## src/rtl/eco32f_divider.sv

```systemverilog
// eco32f_divider: iterative restoring integer divider (quotient + remainder) with start/busy/done handshake
//
// Ports:
//   clk          clock, all state updates on the rising edge
//   rst          asynchronous active-high reset
//   start        request a division, sampled only while idle
//   signed_op    1 = two's-complement operands, 0 = unsigned (sampled with start)
//   dividend     numerator (sampled with start)
//   divisor      denominator (sampled with start)
//   abort        pipeline flush, cancels any operation in progress
//   busy         operation in progress (stall request)
//   done         one-cycle pulse, results valid
//   quotient     registered quotient, held until the next completed operation
//   remainder    registered remainder, sign follows the dividend
//   div_by_zero  registered, set when the completed operation had divisor == 0
//
// Optional feature macro: ECO32F_DIV_ZERO_FAST_EN
//   defined   -> a zero divisor skips the iterations and completes one edge after start
//   undefined -> a zero divisor takes the full iteration latency
module eco32f_divider #(
    parameter int WIDTH          = 32,
    parameter int BITS_PER_CYCLE = 1
) (
    input  logic             clk,
    input  logic             rst,
    input  logic             start,
    input  logic             signed_op,
    input  logic [WIDTH-1:0] dividend,
    input  logic [WIDTH-1:0] divisor,
    input  logic             abort,
    output logic             busy,
    output logic             done,
    output logic [WIDTH-1:0] quotient,
    output logic [WIDTH-1:0] remainder,
    output logic             div_by_zero
);
    localparam int N  = WIDTH / BITS_PER_CYCLE;
    localparam int CW = $clog2(N + 1);
    typedef enum logic [1:0] {IDLE, CALC, FIX} state_t;
    state_t           state_q, state_d;
    logic [CW-1:0]    cnt_q, cnt_d;
    logic [WIDTH-1:0] acc_q, acc_d;
    logic [WIDTH-1:0] dsr_q, dsr_d;
    logic [WIDTH:0]   prem_q, prem_d;
    logic [WIDTH-1:0] quo_q, quo_d;
    logic [WIDTH-1:0] rem_q, rem_d;
    logic             q_neg_q, q_neg_d;
    logic             r_neg_q, r_neg_d;
    logic             dz_q, dz_d;
    logic             dbz_q, dbz_d;
    logic             done_q, done_d;
    logic             a_neg, b_neg;
    logic [WIDTH-1:0] a_mag, b_mag;
    logic [WIDTH:0]   step_rem, diff;
    logic [WIDTH-1:0] step_acc;

    always_comb begin
        a_neg = signed_op & dividend[WIDTH-1];
        b_neg = signed_op & divisor[WIDTH-1];
        a_mag = a_neg ? -dividend : dividend;
        b_mag = b_neg ? -divisor : divisor;
    end

    // acc shifts the dividend out of its MSB and collects quotient bits in its LSB;
    // the borrow of the WIDTH+1 bit subtraction decides each quotient bit.
    always_comb begin
        step_rem = prem_q;
        step_acc = acc_q;
        diff     = '0;
        for (int i = 0; i < BITS_PER_CYCLE; i++) begin
            step_rem = {step_rem[WIDTH-1:0], step_acc[WIDTH-1]};
            step_acc = {step_acc[WIDTH-2:0], 1'b0};
            diff     = step_rem - {1'b0, dsr_q};
            if (!diff[WIDTH]) begin
                step_rem    = diff;
                step_acc[0] = 1'b1;
            end
        end
    end

    always_comb begin
        state_d = state_q;
        cnt_d   = cnt_q;
        acc_d   = acc_q;
        dsr_d   = dsr_q;
        prem_d  = prem_q;
        quo_d   = quo_q;
        rem_d   = rem_q;
        q_neg_d = q_neg_q;
        r_neg_d = r_neg_q;
        dz_d    = dz_q;
        dbz_d   = dbz_q;
        done_d  = 1'b0;
        case (state_q)
            IDLE: if (start && !abort) begin
                acc_d   = a_mag;
                dsr_d   = b_mag;
                prem_d  = '0;
                cnt_d   = CW'(N);
                q_neg_d = a_neg ^ b_neg;
                r_neg_d = a_neg;
                dz_d    = divisor == '0;
                state_d = CALC;
`ifdef ECO32F_DIV_ZERO_FAST_EN
                if (divisor == '0) begin
                    prem_d  = {1'b0, a_mag};
                    state_d = FIX;
                end
`endif
            end
            CALC: if (abort) state_d = IDLE;
            else begin
                acc_d   = step_acc;
                prem_d  = step_rem;
                cnt_d   = cnt_q - 1'b1;
                state_d = cnt_q == CW'(1) ? FIX : CALC;
            end
            FIX: begin
                state_d = IDLE;
                if (!abort) begin
                    // with a zero divisor the partial remainder holds |dividend|, so the
                    // sign restore below yields the original dividend unchanged
                    quo_d  = dz_q ? '1 : (q_neg_q ? -acc_q : acc_q);
                    rem_d  = r_neg_q ? -prem_q[WIDTH-1:0] : prem_q[WIDTH-1:0];
                    dbz_d  = dz_q;
                    done_d = 1'b1;
                end
            end
            default: state_d = IDLE;
        endcase
    end

    always_ff @(posedge clk or posedge rst) begin
        if (rst) begin
            state_q <= IDLE;
            cnt_q   <= '0;
            acc_q   <= '0;
            dsr_q   <= '0;
            prem_q  <= '0;
            quo_q   <= '0;
            rem_q   <= '0;
            q_neg_q <= 1'b0;
            r_neg_q <= 1'b0;
            dz_q    <= 1'b0;
            dbz_q   <= 1'b0;
            done_q  <= 1'b0;
        end else begin
            state_q <= state_d;
            cnt_q   <= cnt_d;
            acc_q   <= acc_d;
            dsr_q   <= dsr_d;
            prem_q  <= prem_d;
            quo_q   <= quo_d;
            rem_q   <= rem_d;
            q_neg_q <= q_neg_d;
            r_neg_q <= r_neg_d;
            dz_q    <= dz_d;
            dbz_q   <= dbz_d;
            done_q  <= done_d;
        end
    end

    assign busy        = state_q != IDLE;
    assign done        = done_q;
    assign quotient    = quo_q;
    assign remainder   = rem_q;
    assign div_by_zero = dbz_q;
endmodule

```

## config.mk

```make
export PLATFORM = sky130hd
export DESIGN_NAME = eco32f_divider
export DESIGN_NICKNAME = d
export VERILOG_FILES = /design/src/rtl/eco32f_divider.sv
export SDC_FILE = /design/constraint.sdc
export NUM_CORES = 1
export LEC_CHECK = 0
export CORE_UTILIZATION = 57
export DETAILED_ROUTE_END_ITERATION = 8
export GPL_ROUTABILITY_DRIVEN = 0
export GPL_TIMING_DRIVEN = 0
export PLACE_DENSITY = 0.93
export SLEW_MARGIN = 30
export SYNTH_ARGS = -nofsm -noshare
export SYNTH_HDL_FRONTEND = slang
export SYNTH_SLANG_ARGS = --single-unit
```

## constraint.sdc

```tcl
create_clock -name clk -period 7.5 [get_ports clk]
set_input_delay 1.125 -clock clk [delete_from_list [all_inputs] [get_ports clk]]
set_output_delay 1.125 -clock clk [all_outputs]
set_load 0.01 [all_outputs]
```

==> results.cfg <==
[run_status]
status = complete, no violations

[cts]
clock_sinks = 173
cts_resized = 0
cts_setup_buffers = 0
cts_root_buffer = clkbuf_16
cts_hold_buffers = 0
cts_tree = done
clk_pin_slew_worst_paths_ns = 0.07
cts.htree.levels = 4
clock_latency_ns = 0.45
cts_buffer_depth = 2
cts_buffers = 17

[pwr]
comb_power_share_pct = 36.3
vdd_ir_drop_max_v = 0.000191
design_power_total_mw = 3.50
internal-power_mw = 2.16
p_sw_share_pct = 38.3
seq_power_share_pct = 37.6
p_leak_nw = 5.61
powerDensity_nw_per_um2 = 265
power_frac_clock_pct = 26.1
power_switching_mw = 1.34

[detailed_routing]
final_antenna_net_count = 0
dr_wl_met2_mm = 14.6
drc = 0
wire_per_inst_um = 18.6
drt_iter0_markers = 1385
first_pass_iters = 9
top_layer = met4
met1_length_mm = 12.7
drt-total-wl_mm = 31.6
vias_per_cell = 6.31
via_count = 10700
wl_met3_mm = 3.13

[synth]
syn_nets = 1406
synthesis.area_um2 = 10900
synth_edf_count = 0
ys_warn_count = 0
syn_avg_cell_area_um2 = 8.42
synthArstFlopShare_pct = 100
synth-seq-cells = 173
synthFlopType = dfrtp_1
synth_cells = 1298
yosys.area.top_type = dfrtp_1
synth_top_cell_area_share_pct = 39.6
seq_area_frac_synth_pct = 39.6
synth.distinct_cells = 62
synth_area_leaders = dfrtp_1 40%, o21ai_0 7.8%, xor2_1 7.0%

[die]
core-area_um2 = 18800
die_width_um = 141
die_h_um = 141
rows = 50
start_util_pct = 58.3
die_area_um2 = 19700
ioPinCount = 136

[timing]
fin_hold_ws_ns = 0.484
finalHoldViolations = 0
fmax_ghz = 0.240
period_needed_ns = 4.17
setup_viol = 0
maxSlewHeadroom_pct = 45.2
tns_ns = 0
rsz0062_at_grt = false
fin_worst_skew_ns = 0.00775
tightest_slew_ns = 0.819
final_max_slew_viol_count = 0
fin_crit_sh_pct = 55.6
fin_ws_ns = 3.33

[finish]
design_area_um2 = 13200
utilization_pct = 70.5
instances_no_fill = 1700
num-nets-final = 1561
diodes = 0
syn_to_final_growth_pct = 20.9
layout-drive-gt1-share_pct = 4.02

[global_route]
grt_use_total_pct = 32.7
grt_max_degree = 90
grt_pass1_vias = 10200
antenna_found_initial = 0
overflow = 0
grt_pass1_wl_mm = 51.0

[critical_path]
cp_data_required_time_ns = 7.86
reg2reg_depth = 13
critPathKind = flip-flop to flip-flop
critPathTopFamily = compound AO/OA/AOI/OAI gates
crit_path_top_delay_cell = xor2_1
cp_cell_sequence = inv_1 > ha_1 > fa_1 > nand2b_1 > a21oi_1 > o211ai_1 > o21a_1 > a31oi_1 > o221ai_1 > xor2_1 > clkbuf_1 > a32oi_1 > o21ai_0
worst-path-max-fanout = 10
cp_num_cells = 13
critPathCaptureType = flip-flop
startpoint_type = flip-flop
crit_buf_inv = 2
crit_arrival_ns = 4.52
cpPeakStageDelay_ns = 0.55

[place]
port_buffers = 135
dp_cells = 1668
dp_hpwl_mm = 22.8
place_ws_ns = 3.36
placed_cell_area_um2 = 12600

[hold_path]
hp-class = flip-flop to flip-flop
worst_hold_path.num_cells = 2

[run]
maxCapViolCount = 0
-- flip-flops by register name, summed over array words and instances (netlist names) --
register,count
acc_q,32
dsr_q,32
prem_q,32
quotient,32
remainder,32
cnt_q,6
state_q,2
div_by_zero,1
done,1
dz_q,1
q_neg_q,1
r_neg_q,1
-- final cells by class --
type / instances / area [um2]
Buffer: 64 / 245
Tap cell: 234 / 293
Clock buffer: 19 / 453
Clock inverter: 13 / 153
Inverter: 53 / 206
Fill cell: 1310 / 5540
Timing Repair Buffer: 136 / 1380
Multi-Input combinational cell: 1008 / 6170
Sequential cell: 173 / 4330
-- cell families (layout without fill, tap and decap cells) --
logic type / count (synthesis) / after routing / synth area share [%]
AO/OA/AOI/OAI: 385 / 385 / 20.5
AND/OR/NAND/NOR: 414 / 414 / 17.5
buffers and inverters: 117 / 285 / 4.06
XOR/XNOR: 151 / 151 / 12.1
adder cells (fa/ha/maj): 39 / 39 / 4.53
multiplexers: 19 / 19 / 1.75
flip-flops: 173 / 173 / 39.6
-- cell usage after synthesis, types with 8 or more instances --
cell	number
a21oi_1	104
a31oi_1	8
clkbuf_1	55
dfrtp_1	173
ha_1	38
inv_1	52
mux2i_1	18
nand2_1	173
nand2b_1	15
nand3_1	31
nor2_1	97
nor3_1	15
nor4_1	9
o211ai_1	15
o21ai_0	170
o31ai_1	26
o41ai_1	12
or3_1	19
or4_1	8
xnor2_1	63
xor2_1	88
-- tightest hold or removal path: stages, from the launching register on --
cell	delay (ns)
dfrtp_1	0.35
nand2_1	0.05
o21ai_0	0.06
-- path summary, 6_finish.rpt --
| check | slack [ns] | from | to |
|---|---|---|---|
| setup / recovery | 3.33 | acc_q[31] | prem_q[6] |
| hold / removal | 0.48 | remainder[27] | remainder[27] |
| setup reg to reg | 3.33 | acc_q[31] | prem_q[6] |
| hold reg to reg | 0.48 | remainder[27] | remainder[27] |
| max in group asynchronous | 5.51 | rst | remainder[23] |
| min in group asynchronous | 1.17 | rst | dsr_q[31] |
-- power by group through the flow --
stage	Combinational [mW]	Clock, mW	Sequential [mW]
after global routing	1.39	0.950	1.34
after global placement	1.14	0	1.31
after detailed placement	1.20	0	1.32
after floorplan	0.800	0	1.29
after CTS	1.24	0.911	1.31
final	1.27	0.913	1.32
-- routing by layer --
| metal | vias to the layer above | GRT usage (%) |
|---|---|---|
| met5 | - | 0 |
| met4 | 0 | 13.7 |
| met3 | 143 | 7.15 |
| met2 | 682 | 53.3 |
| met1 | 5031 | 42.3 |
| li1 | 4868 | - |
-- layout by cell type (no fill, tap or decap), types with 12 or more instances in the layout --
master / n
a21oi_1: 104
clkbuf_1: 55
clkbuf_16: 17
clkdlybuf4s50_1: 135
dfrtp_1: 173
ha_1: 38
inv_1: 51
mux2i_1: 18
nand2_1: 173
nand2b_1: 15
nand3_1: 31
nor2_1: 97
nor3_1: 15
o211ai_1: 15
o21ai_0: 170
o31ai_1: 26
o41ai_1: 12
or3_1: 19
xnor2_1: 63
xor2_1: 88
(Power assumes the default switching activity.)
